$ cat config.mk
export PLATFORM = sky130hd
export DESIGN_NAME = adc_in
export DESIGN_NICKNAME = d
export VERILOG_FILES = /design/src/rtl/spgd_fixed_pkg.sv /design/src/rtl/adc_accum.sv /design/src/rtl/adc_in.sv
export SDC_FILE = /design/constraint.sdc
export NUM_CORES = 1
export LEC_CHECK = 0
export BUFFER_PORTS_ARGS = -buffer_cell sky130_fd_sc_hd__buf_2
export CORE_AREA = 2 2 138 140
export DETAILED_ROUTE_END_ITERATION = 12
export DIE_AREA = 0 0 140 142
export PLACE_DENSITY = 0.52
export SETUP_SLACK_MARGIN = 0.15
export SLEW_MARGIN = 20
export SYNTH_ARGS = -nofsm -noshare
export SYNTH_HDL_FRONTEND = slang
export SYNTH_SLANG_ARGS = --single-unit
$ cat constraint.sdc
create_clock -name CLK -period 4.05 [get_ports CLK]
set_clock_uncertainty 0.1 [all_clocks]
set_input_delay 0.2025 -clock CLK [delete_from_list [all_inputs] [get_ports CLK]]
set_output_delay 0.2025 -clock CLK [all_outputs]
set_load 0.02 [all_outputs]
$ cat src/rtl/spgd_fixed_pkg.sv
// Fixed-point constants shared by the ADC input and DAC output paths.
// Voltage words are signed Q(INT).(FLOAT-INT); one ADC/DAC code is 5/4096 V.
package spgd_fixed_pkg;

  localparam int FLOAT_WIDTH_DEF = 64;
  localparam int ADC_WIDTH_DEF   = 14;
  localparam int INT_WIDTH_DEF   = 16;
  localparam int SCALE_MUL       = 5;
  localparam int SCALE_EXP       = 12;

  // Left shift that turns -(sum*5) into a fraction-aligned voltage after dividing by 2^avg_log2.
  function automatic int out_shift(input int float_w, input int int_w, input int avg_log2);
    return float_w - int_w - SCALE_EXP - avg_log2;
  endfunction

endpackage

$ cat src/rtl/adc_accum.sv
// Block accumulator: sums 2^AVG_LOG2 accepted ADC samples and hands the
// completed sum to the conversion pipeline as a one-cycle pulse.
module adc_accum
  import spgd_fixed_pkg::*;
#(
  parameter int ADC_WIDTH = ADC_WIDTH_DEF,
  parameter int AVG_LOG2  = 4
) (
  input  logic                                   clk,
  input  logic                                   rst_n,
  input  logic                                   clear,
  input  logic signed [ADC_WIDTH-1:0]            code,
  input  logic                                   code_valid,
  output logic signed [ADC_WIDTH+AVG_LOG2-1:0]   blk_sum,
  output logic                                   blk_valid
);

  localparam int SUM_W = ADC_WIDTH + AVG_LOG2;
  localparam int CNT_W = (AVG_LOG2 > 0) ? AVG_LOG2 : 1;

  logic signed [SUM_W-1:0] acc_q, acc_d;
  logic signed [SUM_W-1:0] sum_q, sum_d;
  logic signed [SUM_W-1:0] sample_s;
  logic [CNT_W-1:0]        cnt_q, cnt_d;
  logic                    blk_valid_q, blk_valid_d;
  logic                    last_s;

  // Next-state for accumulator, sample counter and completed-block register.
  always_comb begin
    acc_d       = acc_q;
    cnt_d       = cnt_q;
    sum_d       = sum_q;
    blk_valid_d = 1'b0;
    sample_s    = SUM_W'(code);
    last_s      = (AVG_LOG2 == 0) ? 1'b1 : (&cnt_q);
    if (clear) begin
      acc_d = '0;
      cnt_d = '0;
    end else if (code_valid) begin
      if (last_s) begin
        sum_d       = acc_q + sample_s;
        acc_d       = '0;
        cnt_d       = '0;
        blk_valid_d = 1'b1;
      end else begin
        acc_d = acc_q + sample_s;
        cnt_d = cnt_q + CNT_W'(1);
      end
    end else begin
      acc_d = acc_q;
    end
  end

  // Accumulator state registers.
  always_ff @(posedge clk or negedge rst_n) begin
    if (!rst_n) begin
      acc_q       <= '0;
      cnt_q       <= '0;
      sum_q       <= '0;
      blk_valid_q <= 1'b0;
    end else begin
      acc_q       <= acc_d;
      cnt_q       <= cnt_d;
      sum_q       <= sum_d;
      blk_valid_q <= blk_valid_d;
    end
  end

  assign blk_sum   = sum_q;
  assign blk_valid = blk_valid_q;

endmodule

$ cat src/rtl/adc_in.sv
// ADC input path: block averaging, exact conversion to signed Q16.48 volts
// (V = -code*5/4096) and a valid/ready output register with sticky overrun.
module adc_in
  import spgd_fixed_pkg::*;
#(
  parameter int FLOAT_WIDTH = FLOAT_WIDTH_DEF,
  parameter int ADC_WIDTH   = ADC_WIDTH_DEF,
  parameter int INT_WIDTH   = INT_WIDTH_DEF,
  parameter int AVG_LOG2    = 4
) (
  input  logic                          CLK,
  input  logic                          RSTN,
  input  logic signed [ADC_WIDTH-1:0]   ADC_CODE,
  input  logic                          ADC_VALID,
  input  logic                          CLEAR,
  output logic [FLOAT_WIDTH-1:0]        VOLT_OUT,
  output logic                          VOLT_VALID,
  input  logic                          VOLT_READY,
  output logic                          OVERRUN
);

  localparam int SUM_W  = ADC_WIDTH + AVG_LOG2;
  // |sum| <= 2^(SUM_W-1), so 5*|sum| < 2^(SUM_W+2): three extra bits hold the negated product.
  localparam int PROD_W = SUM_W + 3;
  localparam int SHIFT  = out_shift(FLOAT_WIDTH, INT_WIDTH, AVG_LOG2);
  localparam logic signed [PROD_W-1:0] MUL_S = PROD_W'(SCALE_MUL);

  logic signed [SUM_W-1:0]       blk_sum_s;
  logic                          blk_valid_s;
  logic signed [PROD_W-1:0]      sum_ext_s;
  logic signed [PROD_W-1:0]      prod_q, prod_d;
  logic                          pv_q, pv_d;
  logic signed [FLOAT_WIDTH-1:0] volt_ext_s;
  logic [FLOAT_WIDTH-1:0]        volt_new_s;
  logic [FLOAT_WIDTH-1:0]        volt_q, volt_d;
  logic                          vvalid_q, vvalid_d;
  logic                          ovr_q, ovr_d;

  adc_accum #(
    .ADC_WIDTH (ADC_WIDTH),
    .AVG_LOG2  (AVG_LOG2)
  ) u_accum (
    .clk        (CLK),
    .rst_n      (RSTN),
    .clear      (CLEAR),
    .code       (ADC_CODE),
    .code_valid (ADC_VALID),
    .blk_sum    (blk_sum_s),
    .blk_valid  (blk_valid_s)
  );

  // Scaling stage: negate and multiply the block sum by the code-to-volt numerator.
  always_comb begin
    prod_d    = prod_q;
    pv_d      = 1'b0;
    sum_ext_s = PROD_W'(blk_sum_s);
    if (CLEAR) begin
      pv_d = 1'b0;
    end else if (blk_valid_s) begin
      prod_d = -(sum_ext_s * MUL_S);
      pv_d   = 1'b1;
    end else begin
      prod_d = prod_q;
    end
  end

  // Output stage: align to the fixed-point format and run the valid/ready handshake.
  always_comb begin
    volt_ext_s = FLOAT_WIDTH'(prod_q);
    volt_new_s = volt_ext_s <<< SHIFT;
    volt_d     = volt_q;
    vvalid_d   = vvalid_q;
    ovr_d      = ovr_q;
    if (CLEAR) begin
      vvalid_d = 1'b0;
      ovr_d    = 1'b0;
    end else if (pv_q) begin
      if (!vvalid_q || VOLT_READY) begin
        volt_d   = volt_new_s;
        vvalid_d = 1'b1;
      end else begin
        ovr_d = 1'b1;
      end
    end else if (vvalid_q && VOLT_READY) begin
      vvalid_d = 1'b0;
    end else begin
      vvalid_d = vvalid_q;
    end
  end

  // Pipeline and output registers.
  always_ff @(posedge CLK or negedge RSTN) begin
    if (!RSTN) begin
      prod_q   <= '0;
      pv_q     <= 1'b0;
      volt_q   <= '0;
      vvalid_q <= 1'b0;
      ovr_q    <= 1'b0;
    end else begin
      prod_q   <= prod_d;
      pv_q     <= pv_d;
      volt_q   <= volt_d;
      vvalid_q <= vvalid_d;
      ovr_q    <= ovr_d;
    end
  end

  assign VOLT_OUT   = volt_q;
  assign VOLT_VALID = vvalid_q;
  assign OVERRUN    = ovr_q;

endmodule

==> flow_summary.json <==
{
  "r2r_setup_slack_ns": 0.65,
  "cts_resized": 0,
  "crit_chain": "inv_1, ha_1, fa_1, inv_1, ha_1, a21o_1, a221oi_2, o22ai_2, a221oi_2, xor2_1, o21ai_1",
  "dieArea_um2": 19880,
  "cts_tree": "yes",
  "synthArstFlopShare_pct": 100.0,
  "layout_common_cells": "86 x dfrtp_1, 67 x nand2_1, 63 x inv_1, 57 x ha_1, 51 x buf_2",
  "setup_viol": 0,
  "htree_levels": 3,
  "synthCells": 627,
  "path_clk_slew_ns": 0.07,
  "drt_wl_total_um": 12070,
  "clk_latency_ns": 0.34,
  "numCtsBuffers": 9,
  "wl_met1_um": 5861,
  "hold_path_class": "in -> reg",
  "slew_viol_final": 0,
  "drcViolationCount": 10,
  "cts_max_path_buffers": 2,
  "boundaryPins": 85,
  "area_growth_pct": 10.62,
  "critPathLaunchType": "flop",
  "finalWorstSetupSlack_ns": 0.6475,
  "max_stage_delay_ns": 0.54,
  "antenna_found_initial": 0,
  "grt_start_max_net_pins": 50,
  "cp_num_buf_inv": 2,
  "tightest_slew_ns": 0.7238,
  "final.min_clock_period_ns": 3.402,
  "reg2reg_depth": 11,
  "vias": 4337,
  "coreArea_um2": 18460,
  "path_class": "reg -> reg",
  "grt_pass1_wl_um": 21110,
  "run_status": "finished, violations left",
  "crit_cells": 11,
  "rsz0062_at_grt": "no",
  "synth_edf_count": 0,
  "crit_required_ns": 4.15,
  "dr.pass1.iters": 10,
  "numPortBuffers": 52,
  "netlist_area_um2": 5997,
  "rows": 50,
  "crit_family": "compound AO/OA/AOI/OAI gates",
  "ys_seq_elements": 86,
  "cts_sinks": 86,
  "final_common_cell": "dfrtp_1",
  "die_x_um": 140,
  "finalHoldViolCount": 0,
  "yosysWarnings": 0,
  "timing.rr.start": "u_accum.blk_sum[6]",
  "dp_slack_ns": 0.6532,
  "cts_setup_buffers": 0,
  "fmax_ghz": 0.2939,
  "dpl.hpwl_um": 9592,
  "r2r-end": "prod_q[14]",
  "max-cap-violations": 0,
  "root_buffer": "clkbuf_16",
  "cts-hold-fix-buffers": 1,
  "min_path_cells": 2,
  "drive_gt1_share_pct": 16.64,
  "ant_nets": 0,
  "wl_met3_um": 483,
  "wire_per_inst_um": 13.31,
  "dr_wl_met2_um": 5522,
  "routabilityCongestion": 0.9109,
  "synth_flop_cell": "dfrtp_1",
  "slew_headroom_pct": 51.74,
  "topRoutingLayerUsed": "met4",
  "holdPathEnd": "u_accum.cnt_q[1]",
  "cp.arrival_ns": 3.50,
  "first_iter_violations": 174,
  "p_per_area_nw_per_um2": 320.8,
  "critPathSlowestCell": "fa_1",
  "grt_overflow_total": 0,
  "postSynthAreaPerCell_um2": 9.565,
  "viasPerCell": 4.782,
  "endpoint_kind": "flop",
  "violations": "DRC",
  "gr-usage-all-layers_pct": 12.93,
  "grt_pass1_vias": 4386,
  "final_nets": 760,
  "diodes": 0,
  "p_leak_nw": 3.360,
  "critPathMaxFanout": 6,
  "period_share_pct": 84.01,
  "timing.setup.tns_ns": 0,
  "peakVddDrop_uv": 204.3,
  "ys_seq_area_share_pct": 35.89,
  "initial_core_util_pct": 32.49,
  "die_height_um": 142,
  "yosysUniqueCellTypes": 52,
  "hold_start": "CLEAR"
}
per-stage QoR:
stage	utilization [%]	instance area [um^2]	total power, W	instances	hold WS, ns
6_report	35.95	6634	0.002128	907	0.02957
5_1_grt	35.95	6634	0.002251	907	0.02914
4_1_cts	35.95	6634	0.002159	907	0.02205
3_5_place_dp	34.26	6324	0.001326	890	0.1774
3_3_place_gp	34.26	6324	0.001313	890	0.1666
2_1_floorplan	-	6113	0.001238	658	-0.1931
cell families after synthesis:
kind of cell / after synthesis / synth area share (%)
DFF: 86 / 35.89
other: 1 / 0.06253
AOI/OAI and AO/OA: 134 / 14.75
buffers and inverters: 122 / 10.35
muxes: 33 / 6.113
adders and majority gates: 73 / 17.23
xor gates and xnor gates: 31 / 4.527
and+or+nand+nor: 147 / 11.08
cell type report:
cell class | count | area [um^2]
sequential | 86 | 2152
tap | 234 | 292.8
clock inverter | 6 | 61.31
multi-input combinational | 450 | 3346
clock buffer | 10 | 239.0
fill | 1886 | 11820
inverter | 64 | 240.2
timing repair buffer | 57 | 302.8
where the power goes:
| group | switching (W) | internal (W) | total [W] | leakage, nW |
|---|---|---|---|---|
| combinational | 0.000255 | 0.000142 | 0.000397 | 2.05 |
| clock | 0.000325 | 0.000492 | 0.000817 | 0.148 |
| sequential | 0.0000237 | 0.000891 | 0.000914 | 1.16 |
cell usage after synthesis, types with 2 or more instances:
library cell | n | area share (%)
dfrtp_1 | 86 | 36
nand2_1 | 67 | 4.2
inv_1 | 63 | 3.9
ha_1 | 57 | 12
buf_4 | 43 | 5.4
o21ai_0 | 43 | 3.6
a21oi_1 | 31 | 2.6
mux2_2 | 29 | 5.4
nor2_1 | 26 | 1.6
xnor2_1 | 20 | 2.9
nand3_1 | 18 | 1.5
fa_1 | 16 | 5.3
a22o_1 | 15 | 2.2
clkbuf_1 | 14 | 0.88
xor2_1 | 11 | 1.6
nand4_1 | 8 | 0.83
a31oi_1 | 7 | 0.73
a21o_1 | 6 | 0.75
nor3_1 | 6 | 0.50
nor2b_1 | 5 | 0.52
mux2i_1 | 4 | 0.67
nor4_1 | 4 | 0.42
and3_1 | 3 | 0.31
o211ai_1 | 3 | 0.38
o211ai_2 | 3 | 0.63
o221ai_1 | 3 | 0.44
o31ai_1 | 3 | 0.38
a211oi_1 | 2 | 0.25
a221oi_2 | 2 | 0.50
and2_1 | 2 | 0.21
nor3b_1 | 2 | 0.25
o21a_1 | 2 | 0.25
o21bai_1 | 2 | 0.25
o311ai_0 | 2 | 0.29
or4_1 | 2 | 0.25
registers in the layout, indices dropped and copies added, names as in the netlist:
signal             cells
VOLT_VALID             1
VOLT_OUT              21
u_accum.cnt_q          4
OVERRUN                1
u_accum.blk_sum       18
u_accum.blk_valid      1
prod_q                21
pv_q                   1
u_accum.acc_q         18
per-layer routing:
| metal | GRT usage (%) | vias to the layer above |
|---|---|---|
| met3 | 2.759 | 12 |
| met1 | 17.01 | 2039 |
| met2 | 20.95 | 102 |
| met5 | 0 | - |
| li1 | - | 2184 |
| met4 | 5.104 | 0 |
how the worst max path moves through the flow:
stage,startpoint,endpoint,slack [ns]
floorplan,u_accum.blk_sum[6],prod_q[14],0.94
global placement,u_accum.blk_sum[6],prod_q[14],0.71
detailed placement,u_accum.blk_sum[6],prod_q[14],0.65
CTS,u_accum.blk_sum[6],prod_q[14],0.65
global route,u_accum.blk_sum[8],prod_q[13],0.41
finish,u_accum.blk_sum[6],prod_q[14],0.65
(Power assumes the default switching activity.)
